--- src/rtl/pipe_sel_reg_pkg.sv ---
// Shared constants, parameter bounds and helpers for the selectable register pipe.
package pipe_sel_reg_pkg;

    localparam int unsigned WIDTH_DEFAULT = 32;
    localparam int unsigned NUM_IN_MIN    = 2;
    localparam int unsigned NUM_IN_MAX    = 8;
    localparam int unsigned DEPTH_MIN     = 1;
    localparam int unsigned DEPTH_MAX     = 4;

    // Flags that travel alongside the data word through every stage.
    typedef struct packed {
        logic valid;
        logic err;
    } stage_flags_t;

    // Ceiling log2; returns 0 for v <= 1.
    function automatic int unsigned clog2(input int unsigned v);
        int unsigned r;
        r = 0;
        for (int unsigned i = 0; i < 32; i++) begin
            if ((64'd1 << i) < 64'(v)) r = i + 1;
        end
        return r;
    endfunction

    // Select width, never narrower than one bit.
    function automatic int unsigned sel_width(input int unsigned n);
        return (clog2(n) < 1) ? 1 : clog2(n);
    endfunction

endpackage

--- src/rtl/pipe_stage_reg.sv ---
// One pipeline stage holding data, valid and err with hold, clear and async reset.
module pipe_stage_reg
    import pipe_sel_reg_pkg::*;
#(
    parameter int unsigned WIDTH = WIDTH_DEFAULT
) (
    input  logic             clk,
    input  logic             rst_n,
    input  logic             hold,
    input  logic             clear,
    input  logic [WIDTH-1:0] d_data,
    input  stage_flags_t     d_flags,
    output logic [WIDTH-1:0] q_data,
    output stage_flags_t     q_flags
);

    // Clear wins over hold; otherwise capture unless held.
    always_ff @(posedge clk or negedge rst_n) begin
        if (!rst_n) begin
            q_data  <= '0;
            q_flags <= '0;
        end else if (clear) begin
            q_data  <= '0;
            q_flags <= '0;
        end else if (!hold) begin
            q_data  <= d_data;
            q_flags <= d_flags;
        end
    end

endmodule

--- src/rtl/pipe_sel_reg.sv ---
// N:1 input select followed by a DEPTH-stage register pipe with stall and flush.
module pipe_sel_reg
    import pipe_sel_reg_pkg::*;
#(
    parameter int unsigned WIDTH  = WIDTH_DEFAULT,
    parameter int unsigned NUM_IN = 4,
    parameter int unsigned DEPTH  = 1,
    localparam int unsigned SEL_W = sel_width(NUM_IN)
) (
    input  logic                    Clk,
    input  logic                    Reset_n,
    input  logic [NUM_IN*WIDTH-1:0] In_Bus,
    input  logic [SEL_W-1:0]        Select,
    input  logic                    In_Valid,
    input  logic                    Stall,
    input  logic                    Flush,
    output logic [WIDTH-1:0]        Out,
    output logic                    Out_Valid,
    output logic                    Sel_Err
);

    // Reject illegal parameterisations at elaboration.
    generate
        if (NUM_IN < NUM_IN_MIN || NUM_IN > NUM_IN_MAX) begin : g_bad_num_in
            $error("pipe_sel_reg: NUM_IN out of legal range");
        end
        if (DEPTH < DEPTH_MIN || DEPTH > DEPTH_MAX) begin : g_bad_depth
            $error("pipe_sel_reg: DEPTH out of legal range");
        end
    endgenerate

    logic [WIDTH-1:0] chain_data  [DEPTH+1];
    stage_flags_t     chain_flags [DEPTH+1];

    logic [WIDTH-1:0] sel_data_c;
    logic             in_range_c;

    // Front end: pick input[Select], fall back to input 0 when out of range.
    always_comb begin
        sel_data_c = In_Bus[WIDTH-1:0];
        in_range_c = 1'b0;
        for (int unsigned k = 0; k < NUM_IN; k++) begin
            if (Select == SEL_W'(k)) begin
                sel_data_c = In_Bus[k*WIDTH +: WIDTH];
                in_range_c = 1'b1;
            end
        end
    end

    // Invalid cycles enter the pipe as all-zero bubbles.
    assign chain_data[0]        = In_Valid ? sel_data_c : '0;
    assign chain_flags[0].valid = In_Valid;
    assign chain_flags[0].err   = In_Valid & ~in_range_c;

    generate
        for (genvar i = 0; i < int'(DEPTH); i++) begin : g_stage
            pipe_stage_reg #(
                .WIDTH(WIDTH)
            ) u_stage (
                .clk    (Clk),
                .rst_n  (Reset_n),
                .hold   (Stall),
                .clear  (Flush),
                .d_data (chain_data[i]),
                .d_flags(chain_flags[i]),
                .q_data (chain_data[i+1]),
                .q_flags(chain_flags[i+1])
            );
        end
    endgenerate

    assign Out       = chain_data[DEPTH];
    assign Out_Valid = chain_flags[DEPTH].valid;
    assign Sel_Err   = chain_flags[DEPTH].err;

endmodule

--- config.mk ---
export PLATFORM = sky130hd
export DESIGN_NAME = pipe_sel_reg
export DESIGN_NICKNAME = d
export VERILOG_FILES = /design/src/rtl/pipe_sel_reg_pkg.sv /design/src/rtl/pipe_stage_reg.sv /design/src/rtl/pipe_sel_reg.sv
export SDC_FILE = /design/constraint.sdc
export NUM_CORES = 1
export LEC_CHECK = 0
export CORE_MARGIN = 5
export CORE_UTILIZATION = 38
export CTS_CLUSTER_SIZE = 25
export DETAILED_ROUTE_END_ITERATION = 10
export MAX_ROUTING_LAYER = met4
export PLACE_DENSITY = 0.89
export SYNTH_ARGS = -nofsm -noshare
export SYNTH_HDL_FRONTEND = slang
export SYNTH_SLANG_ARGS = --single-unit
--- constraint.sdc ---
create_clock -name Clk -period 1.59 [get_ports Clk]
set_clock_uncertainty 0.2 [all_clocks]
set_input_delay 0.159 -clock Clk [delete_from_list [all_inputs] [get_ports Clk]]
set_output_delay 0.159 -clock Clk [all_outputs]
set_load 0.005 [all_outputs]
# ---- Word level (Yosys, flattened, before mapping)
# Index checks and enable logic that the tools add are counted.
# Widths: inputs -> output; s select.
dict set report op_classes {
  reduce_logical 1
  bitwise_logic 2
  n_eq_ne 4
  n_mux 12
}
# operator n
set ops {}
lappend ops {{$mux 32} 6}
lappend ops {{$eq 2x2->1 const B} 2}
lappend ops {{$mux 1} 4}
lappend ops {{$mux 2} 2}
lappend ops {{$eq 2x1->1 const B} 1}
lappend ops {{$logic_not 2->1} 1}
lappend ops {{$ne 2x1->1 const B} 1}
lappend ops {{$and 1x1->1} 1}
lappend ops {{$not 1->1} 1}
dict set report word_totals {
  regBits 34
  word_cells 22
  out_inout_bits 34
}

# ---- Depth between registers and ports, before layout
dict set report logic_depth {
  word_depth 9
  depth_mapped 5
  depth_no_buf 2
}

# ---- Cells and area by module
# A second synthesis with hierarchy kept.
dict set report hier_totals {
  hier_cells 222
  hier_area_um2 2434.8
}
# module area_per_inst_um2 cells_each n_inst
set modules_own_cells {}
lappend modules_own_cells {pipe_stage_reg 1408.9 110 1}
lappend modules_own_cells {pipe_sel_reg 1026.0 112 1}

# ---- Worst setup path after synthesis
# OpenSTA, ideal clock, no wires.
dict set report synth_path {
  path_kind {input port to flip-flop}
  startpoint {input Stall}
  endpoint {register g_stage[0].u_stage.q_data[0]}
  cell_stages 5
  path_slack_ns 0.171
  arrival_time_ns 1.133
  path_buffers 3
  t_required_ns 1.304
  path_cell_list {buf_6 or4b_4 buf_6 buf_12 o221ai_2}
}
dict set report synth_between {
  elab_chain_len 1
}
# element line_no
set synth_rtl {}
lappend synth_rtl {{start, declared} pipe_sel_reg.sv:15} ;# input logic Stall,
lappend synth_rtl {{$ne 2x1->1 (no line)} -}
lappend synth_rtl {{end signal, assigned} pipe_stage_reg.sv:26} ;# q_data <= d_data;
lappend synth_rtl {{end, declared} pipe_stage_reg.sv:13} ;# output logic [WIDTH-1:0] q_data,
# No other way between the ends.
# A chain may end at the register's enable or synchronous reset.

# ---- Final worst setup path
dict set report layout_path {
  startpoint {register g_stage[0].u_stage.q_data[18]}
  endpoint {output Out[18]}
}
# element line_no
set layout_rtl {}
lappend layout_rtl {{end, declared} pipe_sel_reg.sv:17} ;# output logic [WIDTH-1:0] Out,
# No word-level cell between the ends.

==> results.py <==
metrics = {
    "cells_and_area": {
        "n_antenna_cell": 0,
        "finalNetCount": 492,
        "finalNonFillerCells": 435,
        "drive_gt1_share_pct": 15.6,
        "syn2layout_area_growth_pct": 79.8,
    },
    "floorplan": {
        "fp-row-count": 29,
        "die_w_um": 89.6,
        "dieArea_mm2": 0.00802,
        "core_area_mm2": 0.00624,
        "initial_core_util_pct": 38.6,
        "die_h_um": 89.6,
        "ios": 169,
    },
    "yosys": {
        "synth_edf_count": 0,
        "postSynthAreaPerCell_um2": 12.7,
        "synth_top_flop_cell": "dfrtp_1",
        "syn_nets": 324,
        "ys_ff_latch": 34,
        "syn_area_mm2": 0.00241,
        "yosysMostFrequentCell": "mux2i_1",
        "ys_warn_count": 0,
        "synth_commonest_cells": "65 x mux2i_1, 34 x dfrtp_1, 32 x nand3b_1",
        "yosys.area.top_type": "dfrtp_1",
        "synth_top_area_share_pct": 35.4,
        "synthArstFlopShare_pct": 100,
        "synth_cell_types": 13,
        "synth_seq_area_share_pct": 35.4,
        "syn_inst": 189,
        "ys_top_cells_by_area": "dfrtp_1 35%, mux2i_1 27%, o221ai_2 19%",
    },
    "status": {
        "outcome": "finished clean",
    },
    "setup_path": {
        "rr_startpoint": "g_stage[0].u_stage.q_data[12]",
        "cp_slowest_stage_delay_ps": 540,
        "timing.rr.end": "g_stage[0].u_stage.q_data[12]",
        "cp-start-kind": "flop",
        "crit_required_ps": 1230,
        "end_kind": "output pin",
        "rrSetupSlack_ps": 630,
        "crit_type": "flop to output pin",
        "worst-path-buf-inv": 1,
        "arrival_ps": 1190,
        "cp_top_family": "buffers and inverters",
        "cp_slowest_cell": "clkdlybuf4s50_1",
        "reg2reg_depth": 2,
        "cp_cell_sequence": "clkdlybuf4s50_1",
        "cp_max_fo": 2,
        "crit_cells": 1,
    },
    "timing": {
        "holdWs_ps": 140,
        "fmax_ghz": 0.647,
        "fin_crit_sh_pct": 97.2,
        "hold_violations": 0,
        "final-max-slew-violation-count": 0,
        "relSlewSlack_pct": 70.7,
        "min_period_ps": 1550,
        "setup_viol": 0,
        "rsz0062_at_grt": "false",
        "worst_pin_slew_ps": 440,
    },
    "drt": {
        "totalWireLength_mm": 8.00,
        "viasPerCell": 5.24,
        "drt-initial-drc-count": 54,
        "drc": 0,
        "firstDrtPassIters": 5,
        "via_count": 2280,
        "wl_per_cell_um": 18.4,
        "final_antenna_net_count": 0,
    },
    "pwr": {
        "power_w": 0.00252,
        "vdd_ir_drop_max_v": 0.000394,
        "powerDensity_mw_per_mm2": 582,
        "power.leakage_nw": 1.81,
    },
    "global_routing": {
        "grt_max_degree": 35,
        "overflow": 0,
        "antenna_found_initial": 0,
        "grt_pass1_vias": 2407,
        "track_usage_pct": 19.9,
        "grt_pass1_wl_mm": 11.9,
    },
    "place": {
        "dp.cells": 426,
        "portBuffers": 168,
        "dp_hpwl_mm": 6.40,
        "gp_congestion": 0.711,
    },
    "min_path": {
        "hp-class": "input pin to async pin",
    },
    "clocking": {
        "clock_latency_ps": 290,
        "cts-resized-gates": 0,
        "cts_sinks": 34,
        "clk_path_buf_depth": 2,
        "root_buffer": "clkbuf_8",
        "clk_pin_slew_ps": 80,
        "htree_levels": 2,
        "numCtsBuffers": 5,
        "post-cts-setup-buffer-count": 0,
        "cts_hold_buffers": 1,
        "cts_tree": "built",
    },
    "job": {
        "drv_cap": 0,
    },
}
metrics by stage:
step / worst slack, ps / setup TNS (ps) / utilization, % / instance area [µm²]
after CTS: 32.5 / 0 / 69.3 / 4330
after global routing: 1.52 / 0 / 69.3 / 4330
after floorplan: 171 / 0 / - / 2410
after global placement: -199 / -5880 / 67.3 / 4200
after detailed placement: -235 / -6750 / 67.3 / 4200
final: 43.8 / 0 / 69.3 / 4330
state kept, by name, summed over array words and instances, names as in the netlist:
signal	cells
g_stage.u_stage.q_data	32
g_stage.u_stage.q_flags	2
cells in the final DEF (no fill, tap or decap), drive strengths merged:
cell type and n:
o221ai 32, nand4bb 1, mux2i 65, clkinvlp 2
nand3b 32, buf 16, and3b 1, dfrtp 34
clkdlybuf4s50 166, or4b 1, nor2 1, clkbuf 5
bufinv 1, dlygate4sd3 1
area by class of cell:
| class | instances | area, µm² |
|---|---|---|
| multi-input combinational | 133 | 1400 |
| fill | 485 | 1910 |
| tap | 77 | 96.3 |
| clock buffer | 5 | 68.8 |
| timing repair buffer | 183 | 1860 |
| sequential | 34 | 851 |
| clock inverter | 3 | 45.0 |
report_power, final:
group / switching (W) / internal (W)
clock network: 0.000345 / 0.000467
logic: 0.000264 / 0.000513
registers: 0.0000238 / 0.000905
per-layer routing:
| layer | vias to the layer above | GRT usage, % | routed length [µm] |
|---|---|---|---|
| met5 | - | - | 0 |
| met1 | 1091 | 22.2 | 2810 |
| met3 | 8 | 5.57 | 763 |
| met2 | 91 | 35.3 | 4360 |
| met4 | 0 | 4.47 | 68 |
| li1 | 1090 | - | - |
worst max-delay path by stage:
stage | endpoint | start | slack, ps
after global routing | Sel_Err | g_stage[0].u_stage.q_flags[0] | 2
after global placement | g_stage[0].u_stage.q_data[28] | Select[1] | -200
final | Out[18] | g_stage[0].u_stage.q_data[18] | 40
after detailed placement | g_stage[0].u_stage.q_data[1] | Select[1] | -240
after floorplan | g_stage[0].u_stage.q_data[0] | Stall | 170
after CTS | Out[19] | g_stage[0].u_stage.q_data[19] | 30
cell families after synthesis:
logic type,share of synthesized area [%]
buf+inv,6.60
simple gates,11.5
flops,35.4
mux,27.0
compound gates,19.4
Power figures use the tool's default switching activity.
